$ cat src/rtl/pc_sequencer.sv
`default_nettype none
// +-----------------------------------------------------------------------+
// | pc_sequencer: IF-stage program counter with busy-deferred redirects   |
// | Rev 1.0                                                               |
// +-----------------------------------------------------------------------+
module pc_sequencer #(
  parameter int              XLEN         = 32,
  parameter logic [XLEN-1:0] RESET_VECTOR = 32'h0000_0000,
  parameter logic [XLEN-1:0] TRAP_VECTOR  = 32'h0000_0100,
  parameter int              INC          = 4
) (
  input  logic            CLOCK,
  input  logic            RESET,
  input  logic            BUSYWAIT,
  input  logic            STALL,
  input  logic            BRANCH_TAKEN,
  input  logic [XLEN-1:0] BRANCH_TARGET,
  input  logic            TRAP,
  output logic [XLEN-1:0] PC,
  output logic [XLEN-1:0] PC_PLUS_INC,
  output logic            FETCH_VALID,
  output logic            MISALIGNED
);

  localparam logic [XLEN-1:0] INC_V = XLEN'(INC);

  typedef enum logic [1:0] {
    BOOT = 2'd0,
    RUN  = 2'd1,
    HOLD = 2'd2
  } state_t;

  state_t          state, state_nxt;
  logic [XLEN-1:0] pc_nxt;
  logic            fetch_valid_nxt;
  logic            misaligned_nxt;
  logic            pending_valid, pending_valid_nxt;
  logic [XLEN-1:0] pending_target, pending_target_nxt;
  logic            pending_trap, pending_trap_nxt;
  logic            pending_mis, pending_mis_nxt;

  logic            live_redirect;
  logic            live_mis;
  logic [XLEN-1:0] live_target;

  assign live_redirect = TRAP | BRANCH_TAKEN;
  assign live_mis      = !TRAP && BRANCH_TAKEN && (BRANCH_TARGET[1:0] != 2'b00);
  assign live_target   = (TRAP || live_mis) ? TRAP_VECTOR : BRANCH_TARGET;
  assign PC_PLUS_INC   = PC + INC_V;

  always_ff @(posedge CLOCK) begin
    if (RESET) begin
      state          <= BOOT;
      PC             <= RESET_VECTOR;
      FETCH_VALID    <= 1'b0;
      MISALIGNED     <= 1'b0;
      pending_valid  <= 1'b0;
      pending_target <= '0;
      pending_trap   <= 1'b0;
      pending_mis    <= 1'b0;
    end else begin
      state          <= state_nxt;
      PC             <= pc_nxt;
      FETCH_VALID    <= fetch_valid_nxt;
      MISALIGNED     <= misaligned_nxt;
      pending_valid  <= pending_valid_nxt;
      pending_target <= pending_target_nxt;
      pending_trap   <= pending_trap_nxt;
      pending_mis    <= pending_mis_nxt;
    end
  end

  always_comb begin
    state_nxt          = state;
    pc_nxt             = PC;
    fetch_valid_nxt    = FETCH_VALID;
    misaligned_nxt     = 1'b0;
    pending_valid_nxt  = pending_valid;
    pending_target_nxt = pending_target;
    pending_trap_nxt   = pending_trap;
    pending_mis_nxt    = pending_mis;

    case (state)
      BOOT: begin
        state_nxt       = RUN;
        fetch_valid_nxt = 1'b1;
      end
      RUN, HOLD: begin
        if (BUSYWAIT) begin
          state_nxt = HOLD;
          // A pending trap outranks any branch that shows up later in the same wait.
          if (live_redirect && !(pending_valid && pending_trap && !TRAP)) begin
            pending_valid_nxt  = 1'b1;
            pending_target_nxt = live_target;
            pending_trap_nxt   = TRAP;
            pending_mis_nxt    = live_mis;
          end
        end else begin
          state_nxt = RUN;
          if (pending_valid) begin
            pc_nxt            = pending_target;
            misaligned_nxt    = pending_mis;
            pending_valid_nxt = 1'b0;
            pending_trap_nxt  = 1'b0;
            pending_mis_nxt   = 1'b0;
          end else if (live_redirect) begin
            pc_nxt         = live_target;
            misaligned_nxt = live_mis;
          end else if (!STALL) begin
            pc_nxt = PC + INC_V;
          end
        end
      end
      default: state_nxt = BOOT;
    endcase
  end

endmodule
`default_nettype wire

$ cat config.mk
export PLATFORM = sky130hd
export DESIGN_NAME = pc_sequencer
export DESIGN_NICKNAME = d
export VERILOG_FILES = /design/src/rtl/pc_sequencer.sv
export SDC_FILE = /design/constraint.sdc
export NUM_CORES = 1
export LEC_CHECK = 0
export CAP_MARGIN = 40
export CORE_ASPECT_RATIO = 1.4
export CORE_MARGIN = 5
export CORE_UTILIZATION = 49
export DETAILED_ROUTE_END_ITERATION = 8
export MAX_ROUTING_LAYER = met4
export PLACE_DENSITY = 0.78
export SLEW_MARGIN = 40
export SYNTH_ARGS = -nofsm -noshare
export SYNTH_HDL_FRONTEND = slang
export SYNTH_SLANG_ARGS = --single-unit
$ cat constraint.sdc
create_clock -name CLOCK -period 2.6 [get_ports CLOCK]
set_input_delay 0.39 -clock CLOCK [delete_from_list [all_inputs] [get_ports CLOCK]]
set_output_delay 0.39 -clock CLOCK [all_outputs]
set_load 0.05 [all_outputs]
==> results.py, run 1 <==
metrics = {
    "power_and_ir_drop": {
        "p_per_area_mw_per_mm2": 578.0,
        "sw_frac_of_total_pct": 31.30,
        "ir_drop_uv": 594.8,
        "seq_power_share_pct": 33.7,
        "p_leak_nw": 2.254,
        "p_sw_mw": 1.118,
        "comb_power_share_pct": 25.9,
        "p_int_mw": 2.453,
        "clkPwrFrac_pct": 40.4,
    },
    "die": {
        "core_sq_mm": 0.008149,
        "rows": 39,
        "start_util_pct": 50.10,
        "die_x_um": 87.15,
        "ioPinCount": 104,
        "die_y_um": 118.0,
        "dieArea_sq_mm": 0.01028,
    },
    "clock_tree": {
        "clock_path_buffers": 2,
        "htreeDepth": 3,
        "cts_buffers": 9,
        "root_buffer": "clkbuf_16",
        "cts_tree": "done",
        "postCtsHoldBufs": 0,
        "numClockSinks": 71,
        "clkLatencyLatePin_ns": 0.34,
        "path_clk_slew_ns": 0.06,
    },
    "sta": {
        "setup_violations": 0,
        "hold_violations": 0,
        "maxSlewHeadroom_pct": 53.27,
        "fin_crit_sh_pct": 98.34,
        "maxSlewViolCount": 0,
        "skew_ns": 0.007077,
        "setup_ws_ns": 0.04323,
        "fmax_mhz": 391.1,
        "fin_crit_ns": 2.557,
        "hold_slack_ns": 0.4488,
        "tightestPinTransition_ns": 0.7009,
    },
    "routing": {
        "drtAntennaViolNets": 0,
        "wl_met2_mm": 7.708,
        "via_per_inst": 6.260,
        "drc_errors": 0,
        "wl_mm": 14.83,
        "num_vias": 4795,
        "dr.max_layer_used": "met4",
        "wl_met3_mm": 1.163,
        "drt_iter0_drc": 481,
        "wl_met1_mm": 5.162,
        "wl_per_cell_um": 19.35,
        "first_pass_iters": 5,
    },
    "grt": {
        "grt_pass1_wl_mm": 23.54,
        "grt_overflow": 0,
        "grt_max_degree": 65,
        "antenna_found_initial": 0,
        "track_usage_pct": 29.76,
        "grt_pass1_vias": 4673,
    },
    "final_layout": {
        "fin_nets": 700,
        "fill_cells": 576,
        "final_common_cell": "nand2_1",
        "area_delta_synth_final_pct": 51.30,
        "fin_util_pct": 75.80,
        "layout-drive-gt1-share_pct": 20.63,
        "layout_common_cells": "nand2_1, clkdlybuf4s50_1, dfxtp_1",
        "antenna_cells": 0,
    },
    "critical_path": {
        "cp-start-kind": "register",
        "required_ns": 2.21,
        "arrival_ns": 2.17,
        "crit_fanout": 8,
        "critical_path_class": "reg2out",
        "cp-end-kind": "output port",
    },
    "synthesis": {
        "synth_edf_count": 0,
        "syn_area_sq_mm": 0.004083,
        "synth_cell_type_count": 57,
        "synth_nets": 586,
        "ys.flop_type": "dfxtp_1",
        "ys_warn_count": 0,
        "yosysSeqAreaShare_pct": 34.81,
        "synthArstFlopShare_pct": 0,
        "netlist_instances": 545,
        "yosys_register_bits": 71,
        "synth.avg_cell_area_sq_um": 7.491,
    },
    "placed_design": {
        "place_hpwl_mm": 10.37,
        "port-buffer-count": 103,
        "dp_slack_ns": 0.1284,
        "gp_congestion": 0.8860,
    },
    "run": {
        "cap_violations": 0,
    },
    "run_status": {
        "status": "complete, no violations",
    },
    "min_path": {
        "hold_class": "reg2reg",
    },
}
[Yosys cell counts (3+ instances only)]
master,n,area (sq um)
o21a_1,4,30.03
nor4_1,10,62.56
nand2b_1,5,31.28
o32ai_1,3,26.28
nand2_1,81,304.0
inv_1,14,52.55
a21oi_1,54,270.3
a221o_1,11,110.1
a31oi_1,7,43.79
a21o_1,4,30.03
o22ai_1,4,25.02
a311oi_1,4,35.03
and4_1,6,52.55
mux2i_1,5,50.05
buf_1,5,18.77
nand3_1,48,240.2
nor2_1,25,93.84
nand4_1,7,43.79
ha_1,3,37.54
dfxtp_1,71,1421
xor2_1,13,113.9
o221ai_1,3,26.28
nor3_1,15,75.07
o31ai_1,4,30.03
and2_1,8,50.05
xnor2_1,15,131.4
o211ai_1,5,37.54
clkbuf_1,34,127.6
o21ai_0,36,180.2
and3_1,3,18.77
[critical path: stages (launching register included)]
cell and delay, ns:
dfxtp_4 0.40, nand4_4 0.13, or4_4 0.57, or3_4 0.39, xnor2_4 0.17, buf_12 0.15
[timing repair]
| item | 4_1_cts | 5_1_grt |
|---|---|---|
| pin swaps | 2 | 2 |
| setup buffers | 7 | 2 |
| endpoints found under the setup margin | 11 | 15 |
| gates resized for setup | 12 | 20 |
[metal layers]
metal / global-route usage, % / vias up
li1: - / 2205
met1: 32.34 / 2241
met2: 48.91 / 284
met3: 4.482 / 65
met4: 20.06 / 0
met5: - / -
[per-stage QoR]
stage,cells,cell area (sq um),setup TNS [ns],total power [mW]
finish,766,6177,0,3.571
global route,766,6177,-0.01514,3.687
CTS,764,6085,-0.07887,3.553
detailed placement,741,5617,0,2.128
global placement,741,5617,0,2.114
floorplan,545,4203,-0.2302,1.738
[path summary, 6_finish.rpt]
path,start,end,slack (ns),cells after the start
setup / recovery,PC[12]$_SDFFE_PP0P_,PC_PLUS_INC[19],0.04,5
hold / removal,pending_trap$_SDFFE_PP0P_,pending_trap$_SDFFE_PP0P_,0.45,2
setup reg to reg,state[1]$_SDFF_PP0_,PC[21]$_SDFFE_PP0P_,0.34,7
hold reg to reg,pending_trap$_SDFFE_PP0P_,pending_trap$_SDFFE_PP0P_,0.45,2
[state kept, by name, summed over array words and instances (netlist names)]
register        flops
MISALIGNED          1
FETCH_VALID         1
pending_valid       1
PC                 32
pending_target     32
pending_trap        1
pending_mis         1
state               2
[kinds of logic (layout without fill, tap and decap cells)]
family / count (synthesis) / count (layout) / synth area share (%)
compound gates: 156 / 156 / 24.24
fa+ha+maj: 3 / 3 / 0.9195
flops: 71 / 71 / 34.81
xor+xnor: 28 / 28 / 6.007
buf+inv: 59 / 178 / 5.670
mux: 5 / 5 / 1.226
simple gates: 223 / 223 / 27.12
[power groups by stage]
| stage | logic, mW | registers [mW] | clock network (mW) |
|---|---|---|---|
| after floorplan | 0.422 | 1.32 | 0 |
| after global placement | 0.893 | 1.22 | 0 |
| after CTS | 0.909 | 1.20 | 1.44 |
| after global routing | 0.971 | 1.21 | 1.50 |
| final | 0.923 | 1.20 | 1.44 |
| after detailed placement | 0.904 | 1.22 | 0 |
[cell type report]
cell class / count / area, sq um / share of cell area [%]
tap: 102 / 127.6 / 2.066
multi-input combinational: 415 / 2676 / 43.33
clock inverter: 6 / 107.6 / 1.742
clock buffer: 10 / 239.0 / 3.869
sequential: 71 / 1453 / 23.52
timing repair buffer: 146 / 1514 / 24.51
inverter: 16 / 60.06 / 0.9723
Power figures use the tool's default switching activity.
==> inputs of run 2 (changes only) <==
--- a/config.mk
+++ b/config.mk
@@ -16,3 +16,4 @@
 export SYNTH_ARGS = -nofsm -noshare
 export SYNTH_HDL_FRONTEND = slang
 export SYNTH_SLANG_ARGS = --single-unit
+export TNS_END_PERCENT = 1
==> run 2 against run 1 <==
Compared with the run above:
- non-clock buffer count grew 3
- final area shrank 0.91%
- worst hold slack gained 0.0017 ns
- worst setup slack lost 0.026 ns
- power shrank 2.1%
- register-to-register slack is essentially flat
- utilization shrank 0.69 points
- first-iteration DRC count grew 10%
- critical path type unchanged
- highest routed layer unchanged
==> results.py, run 2 (synthesized netlist as in run 1, its figures left out) <==
metrics = {
    "sta": {
        "fmax_mhz": 387.2,
        "setup_ws_ns": 0.01754,
        "tightestPinTransition_ns": 0.7311,
        "rsz0062_at_grt": "yes",
        "skew_ns": 0.004251,
        "hold_slack_ns": 0.4505,
        "final.setup.tns_ns": 0,
        "maxSlewViolCount": 0,
        "fin_crit_ns": 2.582,
        "setup_violations": 0,
        "fin_crit_sh_pct": 99.33,
        "hold_violations": 0,
        "maxSlewHeadroom_pct": 51.26,
    },
    "clock_tree": {
        "cts_buffers": 9,
        "numClockSinks": 71,
        "clock_path_buffers": 2,
        "htreeDepth": 3,
        "clkLatencyLatePin_ns": 0.34,
        "cts_tree": "done",
        "root_buffer": "clkbuf_16",
        "path_clk_slew_ns": 0.05,
        "postCtsHoldBufs": 0,
    },
    "critical_path": {
        "required_ns": 2.21,
        "rrSetupSlack_ns": 0.35,
        "crit_path_start": "PC[8]$_SDFFE_PP0P_",
        "arrival_ns": 2.19,
        "critical_path_class": "reg2out",
        "cp-start-kind": "register",
        "timing.rr.start": "state[0]$_SDFF_PP0_",
        "cp-end-kind": "output port",
        "crit_fanout": 6,
    },
    "die": {
        "rows": 39,
        "die_x_um": 87.15,
        "start_util_pct": 50.10,
        "dieArea_sq_mm": 0.01028,
        "core_sq_mm": 0.008149,
        "die_y_um": 118.0,
        "ioPinCount": 104,
    },
    "grt": {
        "track_usage_pct": 28.31,
        "grt_pass1_vias": 4686,
        "grt_pass1_wl_mm": 22.79,
        "antenna_found_initial": 0,
        "grt_max_degree": 65,
        "grt_overflow": 0,
    },
    "routing": {
        "drtAntennaViolNets": 0,
        "wl_mm": 14.69,
        "via_per_inst": 6.235,
        "wl_per_cell_um": 19.11,
        "drt_iter0_drc": 531,
        "num_vias": 4795,
        "drc_errors": 0,
        "first_pass_iters": 8,
    },
    "placed_design": {
        "gp_congestion": 0.9213,
        "place_hpwl_mm": 10.04,
        "placed_area_sq_mm": 0.005657,
        "dp_cells": 746,
        "port-buffer-count": 103,
        "dp_slack_ns": 0.05095,
    },
    "power_and_ir_drop": {
        "ir_drop_uv": 465.9,
        "power.total_mw": 3.494,
        "p_per_area_mw_per_mm2": 570.8,
        "p_leak_nw": 2.178,
    },
    "min_path": {
        "hold_class": "reg2reg",
        "min_from": "pending_target[19]$_SDFFE_PP0P_",
    },
    "final_layout": {
        "final_common_cell": "nand2_1",
        "fin_nets": 703,
        "fin_util_pct": 75.11,
        "largest_registers": "PC: 32 flops, pending_target: 32 flops, state: 2 flops",
        "layout_common_cells": "nand2_1, clkdlybuf4s50_1, dfxtp_1",
        "antenna_cells": 0,
        "area_delta_synth_final_pct": 49.92,
        "layout-drive-gt1-share_pct": 19.04,
        "final_cell_count_no_fill": 769,
        "final_design_area_no_fill_sq_mm": 0.006121,
    },
    "run": {
        "cap_violations": 0,
    },
    "run_status": {
        "status": "complete, no violations",
    },
}
-- run 2: cell count changes in the layout (fill, tap and decap cells not counted), sizes merged --
cell / before / now
bufinv: 3 / 2
clkinv: 4 / 3
clkbuf: 10 / 13
clkinvlp: 1 / 0
buf: 69 / 72
-- run 2: path summary, 6_finish.rpt --
kind / cells past startpoint / end
worst min register to register: 2 / pending_target[19]$_SDFFE_PP0P_
worst min-delay path: 2 / pending_target[19]$_SDFFE_PP0P_
worst max-delay path: 5 / PC_PLUS_INC[13]
worst max register to register: 7 / PC[21]$_SDFFE_PP0P_
-- run 2: cell type report --
class | count | area, sq um
Multi-Input combinational cell | 415 | 2565
Clock inverter | 3 | 65.06
Tap cell | 102 | 127.6
Inverter | 16 | 60.06
Timing Repair Buffer | 149 | 1599
Fill cell | 582 | 2028
Sequential cell | 71 | 1444
Clock buffer | 13 | 260.3
-- run 2: repair_timing --
item,in CTS,in global routing
gates resized for setup,12,17
endpoints found under the hold margin,0,0
pin swaps,5,2
setup buffers,6,1
gates cloned,0,0
setup endpoints to repair,13,17
-- run 2: critical path, stage by stage (launching register included) --
cell and delay [ns]:
dfxtp_1 0.34, buf_4 0.16, nand4_1 0.24, nor4_1 0.49
xor2_1 0.42, buf_12 0.20
-- run 2: routing by layer --
layer	track usage, %	routed length (um)	vias up
li1	-	-	2214
met1	31.99	5432	2259
met2	47.72	7606	269
met3	4.342	1160	53
met4	13.82	495	0
met5	-	0	-
-- run 2: report_power, final --
group	switching (mW)	total, mW	internal, mW
Combinational	0.575	0.937	0.362
Sequential	0.0571	1.19	1.14
Clock	0.471	1.36	0.892
